<file path="src/rtl/sseg_pkg.sv">
// rtl/sseg_pkg.sv - shared constants and state encodings for the seven-segment sequencer
package sseg_pkg;

  localparam logic [7:0] ADDR_DIG0   = 8'h01;
  localparam logic [7:0] ADDR_DECODE = 8'h09;
  localparam logic [7:0] ADDR_INTEN  = 8'h0A;
  localparam logic [7:0] ADDR_SCAN   = 8'h0B;
  localparam logic [7:0] ADDR_SHDN   = 8'h0C;
  localparam logic [7:0] ADDR_TEST   = 8'h0F;

  typedef enum logic [1:0] {
    ST_INIT  = 2'd0,
    ST_SWEEP = 2'd1,
    ST_BLANK = 2'd2,
    ST_IDLE  = 2'd3
  } top_state_t;

  // HS_ISSUE doubles as the resting state: the handshake waits there for start.
  typedef enum logic [1:0] {
    HS_ISSUE     = 2'd0,
    HS_WAIT_DONE = 2'd1,
    HS_WAIT_REL  = 2'd2
  } hs_state_t;

  function automatic logic [15:0] mk_pkt(input logic [7:0] addr, input logic [7:0] data);
    return {addr, data};
  endfunction

endpackage

</file>
<file path="src/rtl/sseg_ctl_pkt_hs.sv">
// rtl/sseg_ctl_pkt_hs.sv - preq/pdone handshake for one packet with timeout detection
module pkt_hs
  import sseg_pkg::*;
#(
  parameter int TIMEOUT_CYC = 4096
) (
  input  logic        clk,
  input  logic        rst,
  input  logic        start,
  input  logic [15:0] pkt_in,
  input  logic        pdone,
  output logic        preq,
  output logic [15:0] pkt,
  output logic        done,
  output logic        tmo
);

  localparam int TW = $clog2(TIMEOUT_CYC + 1);

  hs_state_t       state;
  logic [TW-1:0]   tcnt;
  logic            sent;
  logic            at_limit;

  assign at_limit = (tcnt == TW'(TIMEOUT_CYC - 1));

  // A release that follows a real send completes a packet; a release that only
  // drained a stale pdone (after reset or timeout) does not.
  assign done = (state == HS_WAIT_REL) && !pdone && sent;

  assign tmo = at_limit && (((state == HS_WAIT_DONE) && !pdone) ||
                            ((state == HS_WAIT_REL)  &&  pdone));

  // Handshake sequencing; preq and pkt are registered and pkt only reloads on issue.
  always_ff @(posedge clk) begin
    if (rst) begin
      state <= HS_ISSUE;
      preq  <= 1'b0;
      pkt   <= 16'h0000;
      tcnt  <= '0;
      sent  <= 1'b0;
    end else begin
      case (state)
        HS_ISSUE: begin
          if (start) begin
            tcnt <= '0;
            if (pdone) begin
              sent  <= 1'b0;
              state <= HS_WAIT_REL;
            end else begin
              preq  <= 1'b1;
              pkt   <= pkt_in;
              sent  <= 1'b1;
              state <= HS_WAIT_DONE;
            end
          end
        end
        HS_WAIT_DONE: begin
          if (pdone) begin
            preq  <= 1'b0;
            tcnt  <= '0;
            state <= HS_WAIT_REL;
          end else if (at_limit) begin
            preq  <= 1'b0;
            tcnt  <= '0;
            sent  <= 1'b0;
            state <= HS_WAIT_REL;
          end else begin
            tcnt <= tcnt + 1'b1;
          end
        end
        HS_WAIT_REL: begin
          if (!pdone) begin
            state <= HS_ISSUE;
          end else if (at_limit) begin
            tcnt <= '0;
            sent <= 1'b0;
          end else begin
            tcnt <= tcnt + 1'b1;
          end
        end
        default: state <= HS_ISSUE;
      endcase
    end
  end

endmodule

</file>
<file path="src/rtl/sseg_ctl.sv">
// rtl/sseg_ctl.sv - init, digit sweep and shutdown sequencer for a MAX7219-style driver
module sseg_ctl
  import sseg_pkg::*;
#(
  parameter int          REFRESH_CYC = 100000,
  parameter logic [3:0]  INTENSITY   = 4'h8,
  parameter logic [2:0]  SCAN_LIM    = 3'd7,
  parameter int          TIMEOUT_CYC = 4096
) (
  input  logic        clk,
  input  logic        rst,
  input  logic [31:0] digits,
  input  logic        blank,
  input  logic        upd,
  input  logic        pdone,
  output logic        preq,
  output logic [15:0] pkt,
  output logic        busy,
  output logic        err
);

  localparam int RW = $clog2(REFRESH_CYC + 1);

  top_state_t    state;
  logic [2:0]    idx;
  logic [31:0]   snap;
  logic          blank_s;
  logic          pending;
  logic [RW-1:0] rcnt;
  logic          rcnt_sat;
  logic          start;
  logic          done;
  logic          tmo;
  logic [15:0]   pkt_sel;

  assign rcnt_sat = (rcnt == RW'(REFRESH_CYC - 1));
  assign start    = (state != ST_IDLE);
  assign busy     = (state != ST_IDLE);

  // Packet contents for the current state and index.
  always_comb begin
    pkt_sel = 16'h0000;
    case (state)
      ST_INIT: begin
        case (idx)
          3'd0:    pkt_sel = mk_pkt(ADDR_TEST,   8'h00);
          3'd1:    pkt_sel = mk_pkt(ADDR_SCAN,   {5'b0, SCAN_LIM});
          3'd2:    pkt_sel = mk_pkt(ADDR_DECODE, 8'hFF);
          3'd3:    pkt_sel = mk_pkt(ADDR_INTEN,  {4'h0, INTENSITY});
          default: pkt_sel = mk_pkt(ADDR_SHDN,   {7'b0, ~blank});
        endcase
      end
      ST_SWEEP: pkt_sel = mk_pkt(ADDR_DIG0 + {5'b0, idx}, {4'h0, snap[{idx, 2'b00} +: 4]});
      ST_BLANK: pkt_sel = mk_pkt(ADDR_SHDN, {7'b0, ~blank});
      default:  pkt_sel = 16'h0000;
    endcase
  end

  pkt_hs #(
    .TIMEOUT_CYC(TIMEOUT_CYC)
  ) u_hs (
    .clk    (clk),
    .rst    (rst),
    .start  (start),
    .pkt_in (pkt_sel),
    .pdone  (pdone),
    .preq   (preq),
    .pkt    (pkt),
    .done   (done),
    .tmo    (tmo)
  );

  // Top-level sequencing. pending is consumed when a sweep starts from IDLE so
  // that requests arriving mid-sweep survive to trigger exactly one more sweep.
  // blank_s is taken from the bit actually sent, which pkt still holds.
  always_ff @(posedge clk) begin
    if (rst) begin
      state   <= ST_INIT;
      idx     <= 3'd0;
      snap    <= 32'h0;
      blank_s <= 1'b0;
      pending <= 1'b0;
      rcnt    <= '0;
      err     <= 1'b0;
    end else begin
      if (!rcnt_sat) rcnt <= rcnt + 1'b1;
      if (upd && (state != ST_IDLE)) pending <= 1'b1;
      if (tmo) begin
        err   <= 1'b1;
        state <= ST_INIT;
        idx   <= 3'd0;
      end else begin
        case (state)
          ST_INIT: begin
            if (done) begin
              if (idx == 3'd4) begin
                blank_s <= ~pkt[0];
                snap    <= digits;
                idx     <= 3'd0;
                state   <= ST_SWEEP;
              end else begin
                idx <= idx + 3'd1;
              end
            end
          end
          ST_SWEEP: begin
            if (done) begin
              if (idx == 3'd7) begin
                rcnt  <= '0;
                idx   <= 3'd0;
                state <= ST_IDLE;
              end else begin
                idx <= idx + 3'd1;
              end
            end
          end
          ST_BLANK: begin
            if (done) begin
              blank_s <= ~pkt[0];
              state   <= ST_IDLE;
            end
          end
          ST_IDLE: begin
            if (blank != blank_s) begin
              if (upd) pending <= 1'b1;
              state <= ST_BLANK;
            end else if (pending || upd || rcnt_sat) begin
              pending <= 1'b0;
              snap    <= digits;
              idx     <= 3'd0;
              state   <= ST_SWEEP;
            end
          end
          default: state <= ST_INIT;
        endcase
      end
    end
  end

endmodule

</file>
<file path="config.mk">
export PLATFORM = sky130hd
export DESIGN_NAME = sseg_ctl
export DESIGN_NICKNAME = d
export VERILOG_FILES = /design/src/rtl/sseg_pkg.sv /design/src/rtl/sseg_ctl_pkt_hs.sv /design/src/rtl/sseg_ctl.sv
export SDC_FILE = /design/constraint.sdc
export NUM_CORES = 1
export LEC_CHECK = 0
export BUFFER_PORTS_ARGS = -buffer_cell sky130_fd_sc_hd__buf_4
export CAP_MARGIN = 20
export CELL_PAD_IN_SITES_DETAIL_PLACEMENT = 1
export CELL_PAD_IN_SITES_GLOBAL_PLACEMENT = 1
export CORE_UTILIZATION = 48
export DETAILED_ROUTE_END_ITERATION = 10
export MAX_ROUTING_LAYER = met4
export PLACE_DENSITY = 0.91
export RECOVER_POWER = 100
export SLEW_MARGIN = 0
export SYNTH_ARGS = -nofsm -noshare
export SYNTH_HDL_FRONTEND = slang
export SYNTH_SLANG_ARGS = --single-unit
</file>
<file path="constraint.sdc">
create_clock -name clk -period 3.1 [get_ports clk]
set_input_delay 0.155 -clock clk [delete_from_list [all_inputs] [get_ports clk]]
set_output_delay 0.155 -clock clk [all_outputs]
set_load 0.03 [all_outputs]
</file>
==> results of run 1 <==
## through the flow
step / std cells / util / power, mW
after detailed placement: 645 / 0.5360 / 1.543
final: 661 / 0.5482 / 2.231
after global routing: 661 / 0.5482 / 2.345
after floorplan: 510 / - / 1.419
after global placement: 645 / 0.5360 / 1.521
after CTS: 661 / 0.5556 / 2.258
## power groups by stage
stage	Combinational, mW	Sequential, mW	Clock [mW]
6_report	0.388	1.12	0.720
5_1_grt	0.426	1.13	0.791
4_1_cts	0.399	1.12	0.735
3_5_place_dp	0.394	1.15	0
3_3_place_gp	0.376	1.15	0
2_1_floorplan	0.252	1.17	0
## area by class of cell
| class | instances | share of cell area |
|---|---|---|
| Tap cell | 111 | 0.02768 |
| Timing Repair Buffer | 55 | 0.07032 |
| Sequential cell | 83 | 0.3312 |
| Clock buffer | 10 | 0.02743 |
| Clock inverter | 6 | 0.008229 |
| Inverter | 15 | 0.01122 |
| Multi-Input combinational cell | 381 | 0.5239 |
## cell usage after synthesis (2+ instances only)
cell type   n
a211oi_1    2
a21boi_1    2
a21oi_1    22
a22oi_1     5
a311oi_1    2
a31oi_1     3
and3_1      7
and4_1      3
buf_4       7
buf_6       3
clkbuf_1   19
dfxtp_1    83
ha_1       16
inv_1      15
mux2i_1    36
mux4_2      8
nand2_1    37
nand2b_1   68
nand3_1    17
nand3b_1    3
nand4_1     8
nor2_1     50
nor2b_1     8
nor3_1      8
nor4_1      3
o211ai_1    4
o21ai_0    14
o21bai_1    2
or3_1       3
xnor2_1    16
xor2_1     10
## worst min-delay path: stages
cell,delay (ns)
buf_4,0.11
nand2b_1,0.06
mux2i_1,0.06
## cells by family after synthesis
group	synth area share
buf+inv	0.04939
flops	0.3685
compound gates	0.09573
fa+ha+maj	0.04439
xor+xnor	0.05050
simple gates	0.2708
other cells	0.0008316
mux	0.1199
## sequential cells by signal (all words and copies together) (netlist names)
register    cells
u_hs.state      2
blank_s         1
idx             3
u_hs.preq       1
snap           32
u_hs.tcnt      13
u_hs.sent       1
rcnt           17
u_hs.pkt        9
pending         1
err             1
state           2
## path summary, 6_finish.rpt
kind	from	endpoint	slack, ns
worst min-delay path	digits[1]	snap[1]$_SDFFE_PP0P_	0.05
worst max register to register	rcnt[5]$_SDFF_PP0_	snap[4]$_SDFFE_PP0P_	0.31
worst max-delay path	rcnt[5]$_SDFF_PP0_	snap[4]$_SDFFE_PP0P_	0.31
worst min register to register	snap[31]$_SDFFE_PP0P_	snap[31]$_SDFFE_PP0P_	0.48
## placed cells by master (no fill, tap or decap), drive strengths merged, types with 10 or more instances in the layout
cell type,netlist,final
nor2,50,50
ha,16,16
nand3,17,17
nand2b,68,68
inv,15,15
o21ai,14,14
dfxtp,83,83
xor2,10,10
nand2,37,37
buf,12,39
mux2i,36,36
clkbuf,19,26
xnor2,16,16
a21oi,23,23
## routing by layer
metal	global-route usage	part of all wire	vias to the layer above
li1	-	-	1814
met1	0.2986	0.45	1800
met2	0.4336	0.50	65
met3	0.03404	0.026	22
met4	0.08611	0.021	0
met5	-	0	-
==> flow_metrics.env, run 1 <==
export IMPL_die_w_um=98.93
export IMPL_placementRows=35
export IMPL_powerDensity_nw_per_um2=444.7
export IMPL_crit_required_ns=3.37
export IMPL_clockBufferDepth=2
export IMPL_ios=56
export IMPL_crit_type="flop to flop"
export IMPL_die_h_um=98.93
export IMPL_rsz0062_at_grt="false"
export IMPL_layout_setup_ws_ns=0.3124
export IMPL_crit_chain="or4_4, nor4_4, a21oi_1, nand4b_4, mux2i_1"
export IMPL_cts_root_buf="clkbuf_8"
export IMPL_pwr_share_clk=0.323
export IMPL_min_path_cells=3
export IMPL_crit_family="simple AND/OR/NAND/NOR gates"
export IMPL_start_util=0.4927
export IMPL_power_switching_uw=668.1
export IMPL_grt_pass1_wl_mm=18.94
export IMPL_cts_buffers=9
export IMPL_first_pass_iters=4
export IMPL_fill_cells=1087
export IMPL_worst_path_max_delay_cell="nand4b_4"
export IMPL_startpoint_type="flop"
export IMPL_synthTopCellsByArea="dfxtp_1, nand2b_1, mux2i_1"
export IMPL_cts_tree="built"
export IMPL_seq_area_um2=1662
export IMPL_clock_skew_ns=0.01464
export IMPL_worstRegToRegCells=5
export IMPL_fin_setup_tns_ns=0
export IMPL_vias_per_cell=5.599
export IMPL_grt_pass1_vias=3926
export IMPL_wire_per_inst_um=16.94
export IMPL_switching_share=0.2994
export IMPL_dr_first_iter_drc_count=93
export IMPL_die_area_um2=9786
export IMPL_route_vias_total=3701
export IMPL_h_tree_depth=3
export IMPL_grt_max_degree=88
export IMPL_maxSlewViolCount=0
export IMPL_fin_crit_sh=0.8992
export IMPL_drv_cap=0
export IMPL_drive_gt1_frac=0.1255
export IMPL_ant_nets=0
export IMPL_post_route_drc_count=0
export IMPL_hpwl_mm=7.950
export IMPL_finalSetupViolCount=0
export IMPL_worst_pin_slew_ns=0.7819
export IMPL_place_worst_setup_slack_ns=0.4517
export IMPL_synth_largest_area_cell="dfxtp_1"
export IMPL_worstSetupEndpointType="flop"
export IMPL_irDropWorstVdd_mv=0.1721
export IMPL_portBuffers=51
export IMPL_maxClockFrequency_ghz=0.3587
export IMPL_hp_class="primary input to flop"
export IMPL_insertion_delay_ns=0.36
export IMPL_power_frac_comb=0.174
export IMPL_synth_seq_cells=83
export IMPL_cp_arrival_ns=3.06
export IMPL_synth_async_reset_ratio=0
export IMPL_relSlewSlack=0.4779
export IMPL_antenna_found_initial=0
export IMPL_area_growth_pct=11.27
export IMPL_routed_wirelength_mm=11.20
export IMPL_multi_input_area_um2=2629
export IMPL_total_leakage_power_nw=2.071
export IMPL_min_period_ns=2.788
export IMPL_synth_edff_count=0
export IMPL_path_buf_inv=0
export IMPL_p_int_mw=1.563
export IMPL_netlist_instances=507
export IMPL_place_gp_congestion=0.8074
export IMPL_post_cts_resized=0
export IMPL_worst_path_stages=5
export IMPL_seq_power_share=0.503
export IMPL_avgSynthCellArea_um2=8.894
export IMPL_holdWs_ns=0.04972
export IMPL_mappedNetlistArea_um2=4509
export IMPL_final_hold_viol_count=0
export IMPL_hold_buffers=0
export IMPL_yosysTopAreaCellShare=0.3685
export IMPL_crit_fanout=32
export IMPL_cpPeakStageDelay_ns=0.73
export IMPL_fin_area_um2=5017
export IMPL_ys_seq_area_frac=0.3685
export IMPL_cts_sinks=83
export IMPL_fp_coreArea_um2=9153
export IMPL_grt_usage=0.2505
export IMPL_cts_setup_buffers=0
export IMPL_yosysUniqueCellTypes=54
export IMPL_diodes=0
export IMPL_cts_clk_slew_worst_paths_ns=0.09
export IMPL_post_dp_cell_area_um2=4906
export IMPL_nets=598
export IMPL_synth_top_flop_cell="dfxtp_1"
export IMPL_yosys_warnings=0
export IMPL_grt_overflow_total=0
export IMPL_status="finished clean"
No activity file was read; power rests on OpenSTA's default activity.
==> run 2, diff against run 1 <==
--- a/config.mk
+++ b/config.mk
@@ -5,16 +5,17 @@
 export SDC_FILE = /design/constraint.sdc
 export NUM_CORES = 1
 export LEC_CHECK = 0
-export BUFFER_PORTS_ARGS = -buffer_cell sky130_fd_sc_hd__buf_4
 export CAP_MARGIN = 20
 export CELL_PAD_IN_SITES_DETAIL_PLACEMENT = 1
 export CELL_PAD_IN_SITES_GLOBAL_PLACEMENT = 1
-export CORE_UTILIZATION = 48
+export CORE_UTILIZATION = 52
 export DETAILED_ROUTE_END_ITERATION = 10
+export DONT_BUFFER_PORTS = 1
 export MAX_ROUTING_LAYER = met4
-export PLACE_DENSITY = 0.91
+export PLACE_DENSITY = 0.9
 export RECOVER_POWER = 100
 export SLEW_MARGIN = 0
 export SYNTH_ARGS = -nofsm -noshare
 export SYNTH_HDL_FRONTEND = slang
+export SYNTH_HIERARCHICAL = 1
 export SYNTH_SLANG_ARGS = --single-unit
==> flow_metrics.env, run 2 <==
export IMPL_start_util=0.5370
export IMPL_cts_buffers=9
export IMPL_synth_largest_area_cell="dfxtp_1"
export IMPL_worstSetupEndpointType="flop"
export IMPL_synth_async_reset_ratio=0
export IMPL_portBuffers=0
export IMPL_wire_per_inst_um=23.09
export IMPL_final_cell_mix="dfxtp_1, nand2b_1, nand2_1"
export IMPL_power_frac_comb=0.164
export IMPL_p_int_mw=1.895
export IMPL_synthTopCellsByArea="dfxtp_1, nand2b_1, mux2i_1"
export IMPL_die_w_um=99.69
export IMPL_layout_setup_ws_ns=0.2030
export IMPL_crit_family="compound AO/OA/AOI/OAI gates"
export IMPL_holdWs_ns=-0.0004809
export IMPL_place_worst_setup_slack_ns=0.2567
export IMPL_final_hold_viol_count=1
export IMPL_fp_coreArea_um2=9240
export IMPL_place_gp_congestion=0.8373
export IMPL_path_buf_inv=1
export IMPL_pwr_share_clk=0.359
export IMPL_cp_arrival_ns=3.17
export IMPL_powerDensity_nw_per_um2=489.4
export IMPL_seq_power_share=0.476
export IMPL_maxSlewViolCount=0
export IMPL_grt_usage=0.3538
export IMPL_drv_cap=0
export IMPL_crit_required_ns=3.37
export IMPL_cts_tree="built"
export IMPL_dp_cells=672
export IMPL_synth_top_flop_cell="dfxtp_1"
export IMPL_routed_wirelength_mm=16.74
export IMPL_antenna_found_initial=3
export IMPL_yosys_warnings=6
export IMPL_switching_share=0.3076
export IMPL_grt_pass1_vias=4785
export IMPL_ys_seq_area_frac=0.3631
export IMPL_first_pass_iters=5
export IMPL_placementRows=35
export IMPL_avgSynthCellArea_um2=8.767
export IMPL_h_tree_depth=3
export IMPL_mappedNetlistArea_um2=4962
export IMPL_cts_clk_slew_worst_paths_ns=0.10
export IMPL_finalSetupViolCount=0
export IMPL_maxClockFrequency_ghz=0.3452
export IMPL_nets=641
export IMPL_crit_chain="ha_1, nand3_2, or4_4, a21oi_2, inv_1, a41o_1, a21oi_1"
export IMPL_insertion_delay_ns=0.38
export IMPL_regMostFlops="snap"
export IMPL_drive_gt1_frac=0.07251
export IMPL_clock_skew_ns=0.02099
export IMPL_area_growth_pct=12.71
export IMPL_vias_per_cell=6.364
export IMPL_reg_top3="snap (32), rcnt (17), u_hs/pkt (16)"
export IMPL_relSlewSlack=0.4483
export IMPL_startpoint_type="flop"
export IMPL_cpPeakStageDelay_ns=0.70
export IMPL_status="finished with violations"
export IMPL_yosysTopAreaCellShare=0.3631
export IMPL_irDropWorstVdd_mv=0.2474
export IMPL_netlist_instances=566
export IMPL_cts_root_buf="clkbuf_8"
export IMPL_fin_cells=725
export IMPL_route_vias_total=4614
export IMPL_violations="negative hold slack"
export IMPL_worst_path_max_delay_cell="or4_4"
export IMPL_layout_commonest_cell="dfxtp_1"
export IMPL_synth_seq_cells=90
export IMPL_synth_edff_count=0
export IMPL_worst_pin_slew_ns=0.8271
export IMPL_cts_sinks=90
export IMPL_min_period_ns=2.897
export IMPL_power_mw=2.737
export IMPL_fin_setup_tns_ns=0
export IMPL_seq_area_um2=1802
export IMPL_die_h_um=99.69
export IMPL_yosysUniqueCellTypes=66
export IMPL_final_util=0.6053
export IMPL_cts_setup_buffers=0
export IMPL_hp_class="primary input to flop"
export IMPL_post_route_drc_count=0
export IMPL_ant_nets=0
export IMPL_rsz0062_at_grt="false"
export IMPL_fin_crit_sh=0.9345
export IMPL_total_leakage_power_nw=1.909
export IMPL_dr_first_iter_drc_count=252
export IMPL_clockBufferDepth=2
export IMPL_multi_input_area_um2=2889
export IMPL_largest_register_ffs=32
export IMPL_die_area_um2=9937
export IMPL_grt_overflow_total=0
export IMPL_ios=56
export IMPL_hpwl_mm=8.924
export IMPL_power_switching_uw=841.9
export IMPL_grt_pass1_wl_mm=26.34
export IMPL_fill_cells=1067
export IMPL_synth_common_cells="dfxtp_1, nand2b_1, nand2_1"
export IMPL_crit_type="flop to flop"
export IMPL_synth_most_common_cell="dfxtp_1"
export IMPL_crit_fanout=18
export IMPL_grt_max_degree=82
## run 2: worst paths after layout
kind                                            startpoint                    endpoint  slack [ns]  depth (start not counted)
worst max register to register   u_hs/tcnt[0]$_SDFFE_PP0P_          rcnt[2]$_SDFF_PP0_        0.20                          7
worst max-delay path             u_hs/tcnt[0]$_SDFFE_PP0P_          rcnt[2]$_SDFF_PP0_        0.20                          7
worst min register to register  u_hs/tcnt[12]$_SDFFE_PP0P_  u_hs/tcnt[12]$_SDFFE_PP0P_        0.49                          2
worst min-delay path                                   rst       snap[28]$_SDFFE_PP0P_     -0.0005                          2
## run 2: worst reg2reg max path, delay by kind of cell, from the launching register on
family	cells	cell delay, ns
flops	1	0.41
fa+ha+maj	1	0.30
compound gates	3	1.11
simple gates	2	0.85
buf+inv	1	0.13
## run 2: timing repair
action / in CTS / in global routing
endpoints found under the setup margin: 0 / 13
hold buffers: 31 / 3
resized for setup: 0 / 1
hold endpoints to repair: 66 / 3
## run 2: through the flow
step	instance area [um^2]	hold slack, ns
floorplan	4974	0.3103
global placement	5012	0.2384
detailed placement	5012	0.2417
CTS	5573	0.001849
global route	5593	0.004050
finish	5593	-0.0004809
## run 2: final cells by class
cell class,count,share of cell area
antenna,3,0.001342
multi-input combinational,421,0.5166
inverter,25,0.01678
clock buffer,10,0.02461
clock inverter,6,0.01700
sequential,90,0.3221
timing repair buffer,41,0.07271
tap,129,0.02886
## run 2: per-layer routing
layer | part of all wire | track usage | up-vias
met2 | 0.51 | 0.6069 | 180
met3 | 0.055 | 0.06957 | 57
met1 | 0.39 | 0.3993 | 2318
met5 | 0 | - | -
met4 | 0.041 | 0.1538 | 0
li1 | - | - | 2059
## run 2: power by group through the flow
| stage | Sequential, mW | Combinational (mW) | Clock (mW) |
|---|---|---|---|
| 2_1_floorplan | 1.31 | 0.320 | 0 |
| 3_3_place_gp | 1.32 | 0.344 | 0 |
| 3_5_place_dp | 1.32 | 0.363 | 0 |
| 4_1_cts | 1.30 | 0.424 | 0.962 |
| 5_1_grt | 1.31 | 0.482 | 1.03 |
| 6_report | 1.30 | 0.450 | 0.983 |
## run 2: kinds of logic (layout without fill, tap and decap cells)
family | Yosys count | count (layout) | synth area share
fa+ha+maj | 16 | 16 | 0.04034
buf+inv | 58 | 82 | 0.05421
flops | 90 | 90 | 0.3631
other cells | 1 | 7 | 0.0007557
mux | 50 | 50 | 0.1210
simple gates | 234 | 234 | 0.2587
xor+xnor | 9 | 9 | 0.01589
compound gates | 108 | 108 | 0.1460
==> run 3, diff against run 2 <==
--- a/config.mk
+++ b/config.mk
@@ -8,6 +8,7 @@
 export CAP_MARGIN = 20
 export CELL_PAD_IN_SITES_DETAIL_PLACEMENT = 1
 export CELL_PAD_IN_SITES_GLOBAL_PLACEMENT = 1
+export CORE_ASPECT_RATIO = 0.8
 export CORE_UTILIZATION = 52
 export DETAILED_ROUTE_END_ITERATION = 10
 export DONT_BUFFER_PORTS = 1
@@ -17,5 +18,4 @@
 export SLEW_MARGIN = 0
 export SYNTH_ARGS = -nofsm -noshare
 export SYNTH_HDL_FRONTEND = slang
-export SYNTH_HIERARCHICAL = 1
 export SYNTH_SLANG_ARGS = --single-unit
==> flow_metrics.env, run 3 (synthesis results as in run 1) <==
export IMPL_status="finished clean"
export IMPL_relSlewSlack=0.07472
export IMPL_fp_coreArea_um2=8164
export IMPL_nets=584
export IMPL_pwr_share_clk=0.328
export IMPL_vias_per_cell=6.000
export IMPL_regMostFlops="snap"
export IMPL_placementRows=29
export IMPL_rsz0062_at_grt="false"
export IMPL_irDropWorstVdd_mv=0.3198
export IMPL_post_dp_cell_area_um2=4534
export IMPL_maxSlewViolCount=0
export IMPL_post_cts_resized=0
export IMPL_clockBufferDepth=2
export IMPL_h_tree_depth=3
export IMPL_dr_first_iter_drc_count=210
export IMPL_fin_area_um2=5061
export IMPL_clock_skew_ns=0.01312
export IMPL_seq_power_share=0.506
export IMPL_post_route_drc_count=0
export IMPL_maxClockFrequency_ghz=0.3599
export IMPL_final_cell_mix="dfxtp_1, nand2b_1, nor2_1"
export IMPL_die_h_um=85.29
export IMPL_power_switching_uw=689.6
export IMPL_powerDensity_nw_per_um2=449.3
export IMPL_cts_clk_slew_worst_paths_ns=0.09
export IMPL_place_gp_congestion=0.8383
export IMPL_start_util=0.5523
export IMPL_crit_required_ns=3.42
export IMPL_ant_nets=0
export IMPL_crit_type="flop to flop"
export IMPL_hp_class="primary input to flop"
export IMPL_final_hold_viol_count=0
export IMPL_fin_setup_tns_ns=0
export IMPL_cts_tree="built"
export IMPL_die_w_um=106.1
export IMPL_drv_cap=0
export IMPL_cts_sinks=83
export IMPL_startpoint_type="flop"
export IMPL_antenna_found_initial=1
export IMPL_first_pass_iters=5
export IMPL_total_leakage_power_nw=2.041
export IMPL_portBuffers=0
export IMPL_power_mw=2.274
export IMPL_cts_buffers=9
export IMPL_ios=56
export IMPL_worst_pin_slew_ns=1.394
export IMPL_cts_root_buf="clkbuf_8"
export IMPL_reg_top3="snap (32), rcnt (17), u_hs.tcnt (13)"
export IMPL_grt_pass1_wl_mm=22.04
export IMPL_area_growth_pct=12.24
export IMPL_fin_crit_sh=0.8963
export IMPL_layout_commonest_cell="dfxtp_1"
export IMPL_largest_register_ffs=32
export IMPL_routed_wirelength_mm=13.81
export IMPL_final_util=0.6199
export IMPL_insertion_delay_ns=0.37
export IMPL_worstSetupEndpointType="flop"
export IMPL_route_vias_total=3870
export IMPL_min_period_ns=2.779
export IMPL_holdWs_ns=0.008338
export IMPL_wire_per_inst_um=21.41
export IMPL_hpwl_mm=7.540
export IMPL_die_area_um2=9051
export IMPL_grt_max_degree=77
export IMPL_switching_share=0.3032
export IMPL_drive_gt1_frac=0.06343
export IMPL_grt_pass1_vias=4122
export IMPL_cts_setup_buffers=0
export IMPL_cp_arrival_ns=3.10
export IMPL_power_frac_comb=0.167
export IMPL_crit_fanout=12
export IMPL_p_int_mw=1.585
export IMPL_grt_usage=0.3320
export IMPL_finalSetupViolCount=0
export IMPL_grt_overflow_total=0
export IMPL_hold_buffers=34
## run 3: area by class of cell
type / instances / area (um^2)
fill: 933 / 3103
multi-input combinational: 381 / 2624
sequential: 83 / 1662
timing repair buffer: 41 / 401.6
clock buffer: 12 / 155.1
tap: 108 / 135.1
inverter: 15 / 56.30
clock inverter: 4 / 25.02
antenna: 1 / 2.502
## run 3: worst max-delay path, cell delays in order, from the launching register on
cell      delay, ns
dfxtp_1        0.40
clkbuf_1       0.62
ha_1           0.32
ha_1           0.24
inv_1          0.07
o21ai_0        0.16
nand3_1        0.19
a21oi_1        0.40
o221a_2        0.31
## run 3: power groups by stage
| stage | logic [mW] | registers (mW) | clock network [mW] |
|---|---|---|---|
| final | 0.379 | 1.15 | 0.745 |
| after floorplan | 0.252 | 1.17 | 0 |
| after global routing | 0.411 | 1.15 | 0.805 |
| after detailed placement | 0.306 | 1.17 | 0 |
| after CTS | 0.359 | 1.15 | 0.741 |
| after global placement | 0.289 | 1.17 | 0 |
## run 3: through the flow
| stage | std cells | worst slack [ns] |
|---|---|---|
| after floorplan | 510 | 1.013 |
| after detailed placement | 593 | 0.6729 |
| after global routing | 645 | 0.2343 |
| final | 645 | 0.3213 |
| after global placement | 593 | 0.8773 |
| after CTS | 643 | 0.5963 |
## run 3: path summary, 6_finish.rpt
kind,from,end,slack (ns),cells past startpoint
min reg2reg,snap[7]$_SDFFE_PP0P_,snap[7]$_SDFFE_PP0P_,0.49,2
max,idx[1]$_SDFFE_PP0P_,state[0]$_SDFFE_PP0P_,0.32,8
min,rst,snap[16]$_SDFFE_PP0P_,0.008,2
max reg2reg,idx[1]$_SDFFE_PP0P_,state[0]$_SDFFE_PP0P_,0.32,8
## run 3: routing by layer
layer,track usage,routed length (um),share of wire
met1,0.3781,5652,0.41
met2,0.5348,6662,0.48
met3,0.09447,852,0.062
met4,0.1667,643,0.047
met5,-,0,0
